--- src/rtl/rdout_stream_pkg.sv ---
// Shared types and constants for the DPRAM readout streamer.
// The optional RDOUT_STREAM_CRC16_EN build uses the CRC constants below.
package rdout_stream_pkg;

    typedef enum logic [1:0] {
        ST_IDLE   = 2'd0,
        ST_STREAM = 2'd1,
        ST_DONE   = 2'd2
    } state_t;

    localparam int          SUBWORDS = 4;
    localparam logic [15:0] CRC_POLY = 16'h1021;
    localparam logic [15:0] CRC_INIT = 16'hFFFF;

    // One extra bit so the clamped maximum length fits without overflow.
    function automatic int cnt_width(input int len_width);
        return len_width + 1;
    endfunction

endpackage

--- src/rtl/dpram_rdout_streamer_if.sv ---
// 16-bit valid/ready readout stream toward the ICM/host path.
interface dpram_rdout_streamer_if;
    logic [15:0] m_data;
    logic        m_valid;
    logic        m_ready;
    logic        m_last;

    modport master (output m_data, output m_valid, output m_last, input m_ready);
    modport slave  (input m_data, input m_valid, input m_last, output m_ready);
endinterface

--- src/rtl/crc16_ccitt_w16.sv ---
// Combinational CRC-16/CCITT step over one 16-bit word, MSB first.
module crc16_ccitt_w16
    import rdout_stream_pkg::*;
(
    input  logic [15:0] crc,
    input  logic [15:0] data,
    output logic [15:0] crc_next
);

    logic [15:0] c;

    // Word width equals CRC width, so the whole word folds in before shifting.
    always_comb begin
        c = crc ^ data;
        for (int i = 0; i < 16; i++) begin
            c = c[15] ? ({c[14:0], 1'b0} ^ CRC_POLY) : {c[14:0], 1'b0};
        end
        crc_next = c;
    end

endmodule

--- src/rtl/dpram_rdout_streamer.sv ---
// Drains the wvb_reader readout DPRAM (port B) as a 16-bit valid/ready stream.
// Define RDOUT_STREAM_CRC16_EN to append a CRC-16/CCITT word after the payload.
//
// state  | meaning
// IDLE   | waiting for dpram_run; length latched on the run cycle
// STREAM | reading DPRAM and emitting words; dpram_busy high
// DONE   | one-cycle dpram_done pulse, then back to IDLE
module dpram_rdout_streamer
    import rdout_stream_pkg::*;
#(
    parameter int P_ADDR_WIDTH = 9,
    parameter int P_LEN_WIDTH  = 16,
    parameter int P_RD_LATENCY = 1
) (
    input  logic                    clk,
    input  logic                    rst,
    input  logic                    dpram_run,
    input  logic [P_LEN_WIDTH-1:0]  dpram_len,
    output logic                    dpram_busy,
    output logic                    dpram_done,
    output logic [P_ADDR_WIDTH-1:0] rd_addr,
    input  logic [63:0]             rd_data,
    dpram_rdout_streamer_if.master  m
);

    localparam int             CW        = cnt_width(P_LEN_WIDTH);
    localparam int             LEN_MAX_I = SUBWORDS * (2 ** P_ADDR_WIDTH);
    localparam logic [CW-1:0]  LEN_MAX   = CW'(LEN_MAX_I);

    state_t                  state, state_nxt;
    logic [CW-1:0]           len_q, sent_cnt, rd_left, len_in;
    logic [63:0]             hold_q, pf_q;
    logic                    hold_vld, pf_vld;
    logic [1:0]              sub_idx;
    logic [P_RD_LATENCY-1:0] pipe;
    logic [2:0]              inflight, occ;
    logic                    xfer, is_last_pl, hold_pop, issue, arrive, stream_end;
    logic [15:0]             pl_word;

    assign len_in = ({1'b0, dpram_len} > LEN_MAX) ? LEN_MAX : {1'b0, dpram_len};

    always_comb begin
        inflight = '0;
        for (int i = 0; i < P_RD_LATENCY; i++) begin
            inflight = inflight + 3'(pipe[i]);
        end
    end

    // Only two 64-bit slots (hold + prefetch) exist; in-flight reads already own one.
    assign occ        = 3'(hold_vld) + 3'(pf_vld) + inflight;
    assign issue      = (state == ST_STREAM) && (rd_left != '0) && (occ < 3'd2);
    assign arrive     = (state == ST_STREAM) && pipe[P_RD_LATENCY-1];
    assign pl_word    = hold_q[{sub_idx, 4'b0000} +: 16];
    assign xfer       = m.m_valid && m.m_ready;
    assign is_last_pl = hold_vld && (sent_cnt == len_q - CW'(1));
    assign hold_pop   = xfer && hold_vld && ((sub_idx == 2'd3) || is_last_pl);

`ifdef RDOUT_STREAM_CRC16_EN
    logic [15:0] crc_q, crc_nxt;
    logic        crc_phase;

    crc16_ccitt_w16 u_crc (
        .crc      (crc_q),
        .data     (pl_word),
        .crc_next (crc_nxt)
    );

    assign crc_phase  = (state == ST_STREAM) && !hold_vld && (sent_cnt == len_q);
    assign stream_end = xfer && crc_phase;

    always_comb begin
        m.m_valid = hold_vld || crc_phase;
        m.m_last  = crc_phase;
        m.m_data  = '0;
        if (crc_phase)     m.m_data = crc_q;
        else if (hold_vld) m.m_data = pl_word;
    end

    always_ff @(posedge clk) begin
        if (!rst)                    crc_q <= '0;
        else if (state == ST_IDLE)   crc_q <= CRC_INIT;
        else if (xfer && hold_vld)   crc_q <= crc_nxt;
    end
`else
    assign stream_end = (len_q == '0) || (xfer && is_last_pl);

    always_comb begin
        m.m_valid = hold_vld;
        m.m_last  = is_last_pl;
        m.m_data  = hold_vld ? pl_word : '0;
    end
`endif

    always_ff @(posedge clk) begin
        if (!rst) state <= ST_IDLE;
        else      state <= state_nxt;
    end

    always_comb begin
        state_nxt  = state;
        dpram_busy = 1'b0;
        dpram_done = 1'b0;
        case (state)
            ST_IDLE:   if (dpram_run) state_nxt = ST_STREAM;
            ST_STREAM: begin
                dpram_busy = 1'b1;
                if (stream_end) state_nxt = ST_DONE;
            end
            ST_DONE: begin
                dpram_done = 1'b1;
                state_nxt  = ST_IDLE;
            end
            default:   state_nxt = ST_IDLE;
        endcase
    end

    always_ff @(posedge clk) begin
        if (!rst) begin
            len_q    <= '0;
            sent_cnt <= '0;
            rd_left  <= '0;
            rd_addr  <= '0;
            hold_q   <= '0;
            pf_q     <= '0;
            hold_vld <= 1'b0;
            pf_vld   <= 1'b0;
            sub_idx  <= '0;
            pipe     <= '0;
        end else begin
            pipe <= (pipe << 1) | P_RD_LATENCY'(issue);
            if (state == ST_IDLE) begin
                if (dpram_run) begin
                    len_q    <= len_in;
                    rd_left  <= (len_in + CW'(3)) >> 2;
                    sent_cnt <= '0;
                    rd_addr  <= '0;
                    hold_vld <= 1'b0;
                    pf_vld   <= 1'b0;
                    sub_idx  <= '0;
                end
            end else if (state == ST_STREAM) begin
                if (issue) begin
                    rd_left <= rd_left - CW'(1);
                    if (rd_left > CW'(1)) rd_addr <= rd_addr + P_ADDR_WIDTH'(1);
                end
                if (xfer && hold_vld) begin
                    sent_cnt <= sent_cnt + CW'(1);
                    sub_idx  <= hold_pop ? 2'd0 : sub_idx + 2'd1;
                end
                if (!hold_vld || hold_pop) begin
                    if (pf_vld) begin
                        hold_q   <= pf_q;
                        hold_vld <= 1'b1;
                        pf_vld   <= arrive;
                        if (arrive) pf_q <= rd_data;
                    end else begin
                        hold_vld <= arrive;
                        if (arrive) hold_q <= rd_data;
                    end
                end else if (arrive) begin
                    pf_q   <= rd_data;
                    pf_vld <= 1'b1;
                end
            end
        end
    end

endmodule

--- src/flat_wrapper.sv ---
// flat-port wrapper written by rule: the top's interface ports become plain ports
module dpram_rdout_streamer_flat import rdout_stream_pkg::*;
#(
    parameter int P_ADDR_WIDTH = 9,
    parameter int P_LEN_WIDTH  = 16,
    parameter int P_RD_LATENCY = 1
)
  (clk, rst, dpram_run, dpram_len, dpram_busy, dpram_done, rd_addr, rd_data, m_m_data, m_m_valid, m_m_last, m_m_ready);
  dpram_rdout_streamer_if m_i ();
  input  logic clk;
  input  logic rst;
  input  logic dpram_run;
  input  logic [P_LEN_WIDTH-1:0] dpram_len;
  output logic dpram_busy;
  output logic dpram_done;
  output logic [P_ADDR_WIDTH-1:0] rd_addr;
  input  logic [63:0] rd_data;
  output wire logic [$bits(m_i.m_data)-1:0] m_m_data;
  output wire logic [$bits(m_i.m_valid)-1:0] m_m_valid;
  output wire logic [$bits(m_i.m_last)-1:0] m_m_last;
  input wire logic [$bits(m_i.m_ready)-1:0] m_m_ready;
  assign m_m_data = m_i.m_data;
  assign m_m_valid = m_i.m_valid;
  assign m_m_last = m_i.m_last;
  assign m_i.m_ready = m_m_ready;
  dpram_rdout_streamer #(.P_ADDR_WIDTH(P_ADDR_WIDTH), .P_LEN_WIDTH(P_LEN_WIDTH), .P_RD_LATENCY(P_RD_LATENCY)) u_core (.clk(clk), .rst(rst), .dpram_run(dpram_run), .dpram_len(dpram_len), .dpram_busy(dpram_busy), .dpram_done(dpram_done), .rd_addr(rd_addr), .rd_data(rd_data), .m(m_i));
endmodule
--- config.mk ---
export PLATFORM = sky130hd
export DESIGN_NAME = dpram_rdout_streamer_flat
export DESIGN_NICKNAME = d
export VERILOG_FILES = /design/src/rtl/rdout_stream_pkg.sv /design/src/rtl/dpram_rdout_streamer_if.sv /design/src/rtl/crc16_ccitt_w16.sv /design/src/rtl/dpram_rdout_streamer.sv /design/src/flat_wrapper.sv
export SDC_FILE = /design/constraint.sdc
export NUM_CORES = 1
export LEC_CHECK = 0
export BUFFER_PORTS_ARGS = -buffer_cell sky130_fd_sc_hd__buf_2
export CAP_MARGIN = 20
export CORE_MARGIN = 1
export CORE_UTILIZATION = 59
export CTS_CLUSTER_SIZE = 16
export DETAILED_ROUTE_END_ITERATION = 16
export GPL_TIMING_DRIVEN = 1
export PLACE_DENSITY = 0.8
export SYNTH_ARGS = -nofsm -noshare
export SYNTH_HDL_FRONTEND = slang
export SYNTH_SLANG_ARGS = --single-unit
export TNS_END_PERCENT = 30
--- constraint.sdc ---
create_clock -name clk -period 3.7 [get_ports clk]
set_input_delay 0.37 -clock clk [delete_from_list [all_inputs] [get_ports clk]]
set_output_delay 0.37 -clock clk [all_outputs]
set_load 0.02 [all_outputs]
==> flow_summary.json <==
{
  "power.switching_mw": 1.225,
  "fin_ws_ns": 0.2926,
  "max_clock_freq_mhz": 293.5,
  "clk_latency_ns": 0.44,
  "syn_area_per_cell_um2": 9.028,
  "grt_max_degree": 90,
  "period_needed_ns": 3.407,
  "drive_gt1_share_pct": 16.11,
  "hp-class": "input port to flip-flop",
  "clock_skew_ns": 0.01012,
  "die_h_um": 131.9,
  "layout_common_cells": "dfxtp_1, nand2_1, mux2i_1",
  "htree_num_levels": 4,
  "ys_async_sr_fraction_pct": 0,
  "setup_violations": 0,
  "powerDensity_mw_per_mm2": 406.0,
  "hpwl_mm": 15.93,
  "max_cap_violations": 0,
  "initial_core_util_pct": 60.26,
  "io_pins": 113,
  "clkSlewWorstSetupHoldPaths_ns": 0.08,
  "drt_first_iter_violations": 712,
  "placement.setup.worst_slack_ns": 0.4819,
  "worstPathCellList": "inv_1 > ha_1 > or4b_4 > nor2_2 > nand4_1 > xor2_1 > and4_1 > nand2_1 > nor4b_1 > buf_2",
  "relSlewSlack_pct": 45.13,
  "clk_path_buf_depth": 2,
  "ant_nets": 0,
  "ys.flop_type": "dfxtp_1",
  "cp.required_ns": 3.33,
  "chipWidth_um": 131.9,
  "syn_inst": 1103,
  "cts_num_sinks": 194,
  "finalHoldViolCount": 0,
  "slowest_delay_ns": 0.51,
  "synth_warnings": 0,
  "tritoncts": "built",
  "wl_per_cell_um": 16.64,
  "rsz0062_at_grt": "no",
  "slowest_stage": "or4b_4",
  "fin_area_mm2": 0.01112,
  "p_comb_share_pct": 10.9,
  "whs_ns": 0.1784,
  "synth_cell_types": 61,
  "grt_pass1_vias": 7734,
  "worstPathArrival_ns": 3.04,
  "num-nets-final": 1251,
  "switching_share_pct": 27.11,
  "grt_overflow": 0,
  "post-cts-setup-buffers": 0,
  "port-buffer-count": 112,
  "wl_mm": 23.18,
  "placed_cell_area_mm2": 0.01053,
  "synth_edf_count": 0,
  "final_core_util_pct": 67.32,
  "internal_power_mw": 3.292,
  "tightest_slew_ns": 0.8231,
  "dr_total_vias": 8281,
  "rows": 47,
  "drt-pass1-iter-count": 7,
  "ys_ff_latch": 194,
  "p_seq_share_pct": 48.2,
  "fin_cells": 1393,
  "status": "complete, no violations",
  "dieArea_mm2": 0.01740,
  "end_kind": "output port",
  "cp_max_fo": 7,
  "clkPwrFrac_pct": 41.0,
  "gp_congestion": 0.9051,
  "cts_root_buf": "clkbuf_16",
  "cts-buffers-inserted": 17,
  "synth_seq_area_share_pct": 39.00,
  "antenna_found_initial": 0,
  "cp-start-kind": "flip-flop",
  "n_antenna_cell": 0,
  "fin_tns_setup_ns": 0,
  "grt_usage_pct": 27.19,
  "final_common_cell": "dfxtp_1",
  "drcViolationCount": 0,
  "slew_violations": 0,
  "post_cts_resized": 0,
  "area_growth_syn_to_layout_pct": 11.71,
  "synth_fp_nets": 1194,
  "hold_buffers": 0,
  "post-place-cells": 1361,
  "synthesis.area_mm2": 0.009958,
  "leakage_nw": 4.826,
  "critical_path_class": "flip-flop to output port",
  "finalPower_mw": 4.517,
  "ir_drop_uv": 350.3,
  "coreArea_mm2": 0.01652,
  "viasPerCell": 5.945,
  "fin_crit_sh_pct": 92.09,
  "grt_pass1_wl_mm": 38.49
}
-- final timing paths --
path | startpoint | to | slack [ns] | depth (start not counted)
max | u_core.len_q[0] | m_m_last | 0.29 | 10
min | rd_data[43] | u_core.pf_q[43] | 0.18 | 3
max reg2reg | u_core.len_q[0] | u_core.pf_q[23] | 0.42 | 11
min reg2reg | u_core.pf_q[9] | u_core.pf_q[9] | 0.46 | 2
-- area by class of cell --
cell class,instances,area (um^2)
clock buffer,18,429.2
clock inverter,14,165.2
fill,1326,5400
inverter,12,45.04
multi-input combinational,808,5605
sequential,194,3887
tap,220,275.3
timing repair buffer,127,716.9
-- layer usage --
metal	vias up	share of wire, %	track usage, %
li1	4044	-	-
met1	3946	46	38.34
met2	250	45	41.68
met3	41	6.0	4.498
met4	0	2.3	10.40
met5	-	0	0
-- critical path: cells and delay by family (launching register included) --
kind / cells / cell delay (ns)
DFF: 1 / 0.34
and+or+nand+nor: 6 / 1.46
xor gates and xnor gates: 1 / 0.23
buffers and inverters: 2 / 0.31
adders and majority gates: 1 / 0.28
-- registers in the layout (all words and copies together), names as in the netlist --
signal / flops
u_core.rd_left: 17
u_core.rd_addr: 9
u_core.sent_cnt: 17
u_core.pf_q: 64
u_core.m.m_valid: 1
u_core.pipe: 1
u_core.state: 2
u_core.pf_vld: 1
u_core.sub_idx: 2
u_core.len_q: 16
u_core.hold_q: 64
-- cell families after synthesis --
family	count (synthesis)	synth area share, %
AO/OA/AOI/OAI	165	13.12
XOR/XNOR	46	4.046
adder cells (fa/ha/maj)	7	0.8795
buffers and inverters	101	4.975
flip-flops	194	39.00
multiplexers	145	16.59
AND/OR/NAND/NOR	445	21.40
-- synthesized netlist by cell type, types with 5 or more instances --
| cell | n | share of area (%) |
|---|---|---|
| dfxtp_1 | 194 | 39 |
| nand2_1 | 171 | 6.4 |
| mux2i_1 | 129 | 13 |
| nand3_1 | 96 | 4.8 |
| o211a_1 | 66 | 6.6 |
| clkbuf_1 | 59 | 2.2 |
| nor2_1 | 57 | 2.1 |
| o21ai_0 | 29 | 1.5 |
| and2_1 | 25 | 1.6 |
| xnor2_1 | 24 | 2.1 |
| xor2_1 | 22 | 1.9 |
| a21oi_1 | 18 | 0.90 |
| mux4_2 | 16 | 3.6 |
| nand4_1 | 15 | 0.94 |
| nor3_1 | 14 | 0.70 |
| inv_1 | 12 | 0.45 |
| a21boi_0 | 11 | 0.83 |
| buf_6 | 11 | 1.2 |
| nor2b_1 | 11 | 0.69 |
| or3_1 | 11 | 0.69 |
| and3_1 | 10 | 0.63 |
| buf_4 | 7 | 0.53 |
| ha_1 | 7 | 0.88 |
| a22oi_1 | 6 | 0.45 |
| buf_1 | 6 | 0.23 |
| buf_2 | 6 | 0.30 |
| nor4_1 | 6 | 0.38 |
| or4_1 | 5 | 0.38 |
-- power groups by stage --
| stage | clock network, mW | logic [mW] | registers (mW) |
|---|---|---|---|
| 3_3_place_gp | 0 | 0.476 | 2.22 |
| 6_report | 1.85 | 0.491 | 2.17 |
| 2_1_floorplan | 0 | 0.344 | 2.21 |
| 3_5_place_dp | 0 | 0.486 | 2.22 |
| 4_1_cts | 1.87 | 0.489 | 2.17 |
| 5_1_grt | 1.95 | 0.550 | 2.18 |
Power figures use the tool's default switching activity.
